==> config.mk <==
export PLATFORM = sky130hd
export DESIGN_NAME = ex_mem_pipe_reg
export DESIGN_NICKNAME = d
export VERILOG_FILES = /design/src/rtl/ex_mem_pipe_reg_pkg.sv /design/src/rtl/ex_mem_pipe_reg_pipe_dff.sv /design/src/rtl/ex_mem_pipe_reg.sv
export SDC_FILE = /design/constraint.sdc
export NUM_CORES = 1
export LEC_CHECK = 0
export CAP_MARGIN = 0
export CORE_ASPECT_RATIO = 0.6
export CORE_MARGIN = 10
export CORE_UTILIZATION = 39
export CTS_CLUSTER_SIZE = 40
export DETAILED_ROUTE_END_ITERATION = 8
export MAX_ROUTING_LAYER = met4
export PLACE_DENSITY = 0.8
export SYNTH_ARGS = -nofsm -noshare
export SYNTH_HDL_FRONTEND = slang
export SYNTH_SLANG_ARGS = --single-unit
==> constraint.sdc <==
create_clock -name clk -period 2.5 [get_ports clk]
set_input_delay 0.75 -clock clk [delete_from_list [all_inputs] [get_ports clk]]
set_output_delay 0.75 -clock clk [all_outputs]
set_load 0.03 [all_outputs]
==> src/rtl/ex_mem_pipe_reg_pkg.sv <==
// ex_mem_pipe_reg_pkg: shared widths, opcode constant and control bundle for the EX/MEM stage register
package ex_mem_pipe_reg_pkg;

    localparam int DATA_W_DEF = 16;
    localparam int REG_W_DEF  = 4;
    localparam int CNT_W_DEF  = 8;

    localparam logic [3:0] OP_PADDSB = 4'b0111;

    typedef struct packed {
        logic valid;
        logic regwrite;
        logic memread;
        logic memwrite;
        logic halt;
    } ctrl_t;

    // An invalid instruction carries no side effects into MEM
    function automatic ctrl_t gate_ctrl(input ctrl_t c);
        return c.valid ? c : '0;
    endfunction

endpackage

==> src/rtl/ex_mem_pipe_reg_pipe_dff.sv <==
// pipe_dff: width-parameterised stage register with sync reset, clear and hold (reset > clear > hold)
module pipe_dff #(
    parameter int W = 1
) (
    input  logic         clk,
    input  logic         rst,
    input  logic         clr,
    input  logic         hold,
    input  logic [W-1:0] d,
    output logic [W-1:0] q
);

    always_ff @(posedge clk) begin
        if (rst || clr)
            q <= '0;
        else if (!hold)
            q <= d;
    end

endmodule

==> src/rtl/ex_mem_pipe_reg.sv <==
// ex_mem_pipe_reg: EX/MEM pipeline register with PSA overflow history and MEM-to-EX forward match
module ex_mem_pipe_reg
    import ex_mem_pipe_reg_pkg::*;
#(
    parameter int DATA_W = DATA_W_DEF,
    parameter int REG_W  = REG_W_DEF,
    parameter int CNT_W  = CNT_W_DEF
) (
    input  logic              clk,
    input  logic              rst,
    input  logic              stall,
    input  logic              flush,
    input  logic              ex_valid,
    input  logic              ex_regwrite,
    input  logic              ex_memread,
    input  logic              ex_memwrite,
    input  logic              ex_halt,
    input  logic              ex_is_psa,
    input  logic [DATA_W-1:0] ex_result,
    input  logic              ex_psa_err,
    input  logic [DATA_W-1:0] ex_store_data,
    input  logic [REG_W-1:0]  ex_rd,
    input  logic [REG_W-1:0]  id_rs,
    input  logic [REG_W-1:0]  id_rt,
    output logic              mem_valid,
    output logic              mem_regwrite,
    output logic              mem_memread,
    output logic              mem_memwrite,
    output logic              mem_halt,
    output logic [DATA_W-1:0] mem_result,
    output logic [DATA_W-1:0] mem_store_data,
    output logic [REG_W-1:0]  mem_rd,
    output logic              mem_psa_err,
    output logic              psa_ovfl_sticky,
    output logic [CNT_W-1:0]  psa_ovfl_cnt,
    output logic              fwd_rs_hit,
    output logic              fwd_rt_hit
);

    ctrl_t            ex_ctrl;
    ctrl_t            mem_ctrl;
    logic             hold;
    logic             load;
    logic             psa_err_in;
    logic             psa_ev;
    logic             fwd_src;
    logic [CNT_W-1:0] cnt_next;

    // A loaded halt freezes the stage until reset or flush
    always_comb begin
        ex_ctrl    = gate_ctrl({ex_valid, ex_regwrite, ex_memread, ex_memwrite, ex_halt});
        hold       = stall | mem_ctrl.halt;
        load       = ~flush & ~hold;
        psa_err_in = ex_valid & ex_is_psa & ex_psa_err;
        psa_ev     = load & psa_err_in;
        cnt_next   = (&psa_ovfl_cnt) ? psa_ovfl_cnt : psa_ovfl_cnt + CNT_W'(1);
        fwd_src    = mem_valid & mem_regwrite & ~mem_memread & (|mem_rd);
    end

    pipe_dff #(.W($bits(ctrl_t))) u_ctrl (
        .clk(clk), .rst(rst), .clr(flush), .hold(hold),
        .d(ex_ctrl), .q(mem_ctrl)
    );

    pipe_dff #(.W(1)) u_psa_err (
        .clk(clk), .rst(rst), .clr(flush), .hold(hold),
        .d(psa_err_in), .q(mem_psa_err)
    );

    pipe_dff #(.W(DATA_W)) u_result (
        .clk(clk), .rst(rst), .clr(flush), .hold(hold),
        .d(ex_result), .q(mem_result)
    );

    pipe_dff #(.W(DATA_W)) u_store (
        .clk(clk), .rst(rst), .clr(flush), .hold(hold),
        .d(ex_store_data), .q(mem_store_data)
    );

    pipe_dff #(.W(REG_W)) u_rd (
        .clk(clk), .rst(rst), .clr(flush), .hold(hold),
        .d(ex_rd), .q(mem_rd)
    );

    // Overflow history survives flushes; only reset clears it
    pipe_dff #(.W(1)) u_sticky (
        .clk(clk), .rst(rst), .clr(1'b0), .hold(~psa_ev),
        .d(1'b1), .q(psa_ovfl_sticky)
    );

    pipe_dff #(.W(CNT_W)) u_cnt (
        .clk(clk), .rst(rst), .clr(1'b0), .hold(~psa_ev),
        .d(cnt_next), .q(psa_ovfl_cnt)
    );

    assign mem_valid    = mem_ctrl.valid;
    assign mem_regwrite = mem_ctrl.regwrite;
    assign mem_memread  = mem_ctrl.memread;
    assign mem_memwrite = mem_ctrl.memwrite;
    assign mem_halt     = mem_ctrl.halt;
    assign fwd_rs_hit   = fwd_src & (mem_rd == id_rs);
    assign fwd_rt_hit   = fwd_src & (mem_rd == id_rt);

endmodule

==> summary.txt <==
LEAKAGE: 1.22 nW
Post-synth EDFFs: 0
GRT met1 Usage: 0.196
Gpl congestion: 0.869
DR WL/cell: 15.5 um
Crit-path max FO: 1
Num CTS Buffers: 5
WS Path Type: in -> out
Nets@finish: 414
Post-synth cell types: 29
Slowest cell delay on critical path: 0.24 ns
Slew Viols, Final: 0
Max-Slew Margin vs Limit: 0.435
Busiest grt layer: met2
Synthesis-to-finish area growth: 63.3%
Worst setup EP type: output port
Synth Area per Inst: 8.04 um^2
Cells after Synth: 250
Met3 GRT Util: 0.0692
Crit path time final: 2.36 ns
Clk_skew: 0.00788 ns
Run status: complete, no violations
Global-route wire length before repair: 10.5 mm
I/O pin cnt: 108
Initial core utilization: 0.400
Clk sinks: 51
Drc violations: 0
Most common cell after layout, fill and taps aside: clkdlybuf4s50_1
Syn. warnings: 0
Dpl cell area: 3190 um^2
CTS Root Cell: clkbuf_8
Clock Latency Late Sink: 0.30 ns
CP delay by family, top: buffers and inverters
Vias in the first global route: 2,060
Ant diodes: 0
Deepest clock path buffer count: 2
Die Y: 75.6 um
Largest net degree at the start of global routing: 43
Via count: 2,085
Worst-margin pin slew: 0.847 ns
Part of the cycle the worst path needs: 0.945
Antenna violations before repair: 0
CTS tree: done
ANT nets after route: 0
Async S/R FF share, synth: 0
Met2 GRT Util: 0.234
Crit path launch type: primary input
Seq cells post-synth: 51
Total gr overflow: 0
Input/output buffers: 107
Maxcap violations: 0
Ys flop type: dfxtp_1
Req. time, crit path: 1.75 ns
Drt first-iter violations: 106
Cell-by-cell trace of the critical path: dlygate4sd2_1 -> xnor2_1 -> nand4_1 -> nor2_1 -> buf_4
Hold Fails Final Rpt: 0
Worst vdd ir: 0.324 mV
Synthesized net count: 306
Core area: 5030 um^2
Buf+Inv Stages, Crit Path: 2
Fraction of layout cells with a size suffix above 1: 0.0724
Hold buffers post-CTS: 0
DRT Wirelength: 6.61 mm
Slowest CP cell: dlygate4sd2_1
Worst-path clk slew: 0.09 ns
Worst min path class: reg -> reg
P per Cell Area: 486 nW/um^2
# setup viols final: 0
Hold_ws: 0.457 ns
GRT Total Usage: 0.158
Maximum clock frequency: 423 MHz
CP arrival: 1.61 ns
DP HPWL: 4.94 mm
H-Tree Depth: 2
Post-route cell area: 3280 um^2
Synthesized area: 2010 um^2
Die width: 113 um
Via/cell ratio: 4.91
Tot Pwr: 1.60 mW
Register area share after synthesis: 0.508
Drt pass-1 iters: 4
Die Area: 8520 um^2
Most frequent cells in the layout: clkdlybuf4s50_1 (97), nand2_1 (80), dfxtp_1 (51)
Row cnt: 20
what timing repair did:
item	CTS	global route
pin swaps	5	5
buffers inserted	0	0
resized for setup	4	4
hold endpoints to repair	0	0
endpoints found under the setup margin	1	1
layout make-up:
class / instances / area, um^2
clock buffers: 5 / 68.8
repair buffers: 116 / 1150
flip-flops and latches: 51 / 1020
inverters: 3 / 11.3
fillers: 420 / 1750
multi-input cells: 181 / 930
well taps: 66 / 82.6
clock inverters: 3 / 20.0
stage by stage:
stage / setup WS (ns) / cells / utilization / setup TNS (ns)
detailed placement: -0.0268 / 417 / 0.634 / -0.103
floorplan: 0.372 / 250 / - / 0
CTS: 0.0514 / 425 / 0.651 / 0
global placement: 0.0206 / 417 / 0.634 / 0
global route: -0.0254 / 425 / 0.653 / -0.0396
finish: 0.138 / 425 / 0.653 / 0
path summary, 6_finish.rpt:
path	cells past startpoint	slack [ns]	end	start
worst max-delay path	5	0.14	fwd_rs_hit	id_rs[0]
worst min-delay path	2	0.46	u_result.q[10]	u_result.q[10]
worst max register to register	4	0.81	u_cnt.q[7]	u_ctrl.q[0]
worst min register to register	2	0.46	u_result.q[10]	u_result.q[10]
where the power goes:
group	total [mW]	internal, mW	switching [mW]
clock network	0.472	0.195	0.277
logic	0.275	0.142	0.133
registers	0.848	0.833	0.0146
total	1.60	1.17	0.425
worst reg2reg max path: cells and delay by family, from the launching register on:
| family | cells | cell delay (ns) |
|---|---|---|
| simple gates | 4 | 1.18 |
| flops | 1 | 0.40 |
state kept, by name (all words and copies together), names as in the netlist:
register	cells
u_result.q	16
u_store.q	16
u_cnt.q	8
u_ctrl.q	5
u_rd.q	4
u_psa_err.q	1
u_sticky.q	1
Yosys cell counts (3+ instances only):
library cell,instances,area share
nor2_1,11,0.021
nand3_1,8,0.020
clkbuf_1,15,0.028
nand2_1,80,0.15
dfxtp_1,51,0.51
nand4_1,4,0.012
inv_1,3,0.0056
xnor2_1,8,0.035
a21oi_1,44,0.11
metal layers:
metal / share of wire / wire [um]
met2: 0.42 / 2750
met1: 0.48 / 3180
met3: 0.099 / 655
met4: 0.0026 / 17
met5: 0 / 0
logic make-up (layout without fill, tap and decap cells):
| logic type | count (synthesis) | after routing | synth area share |
|---|---|---|---|
| and+or+nand+nor | 117 | 117 | 0.260 |
| DFF | 51 | 51 | 0.508 |
| muxes | 2 | 2 | 0.00996 |
| adders and majority gates | 1 | 1 | 0.00622 |
| buffers and inverters | 18 | 127 | 0.0336 |
| xor gates and xnor gates | 9 | 9 | 0.0392 |
| AOI/OAI and AO/OA | 52 | 52 | 0.143 |
(Power assumes the default switching activity.)
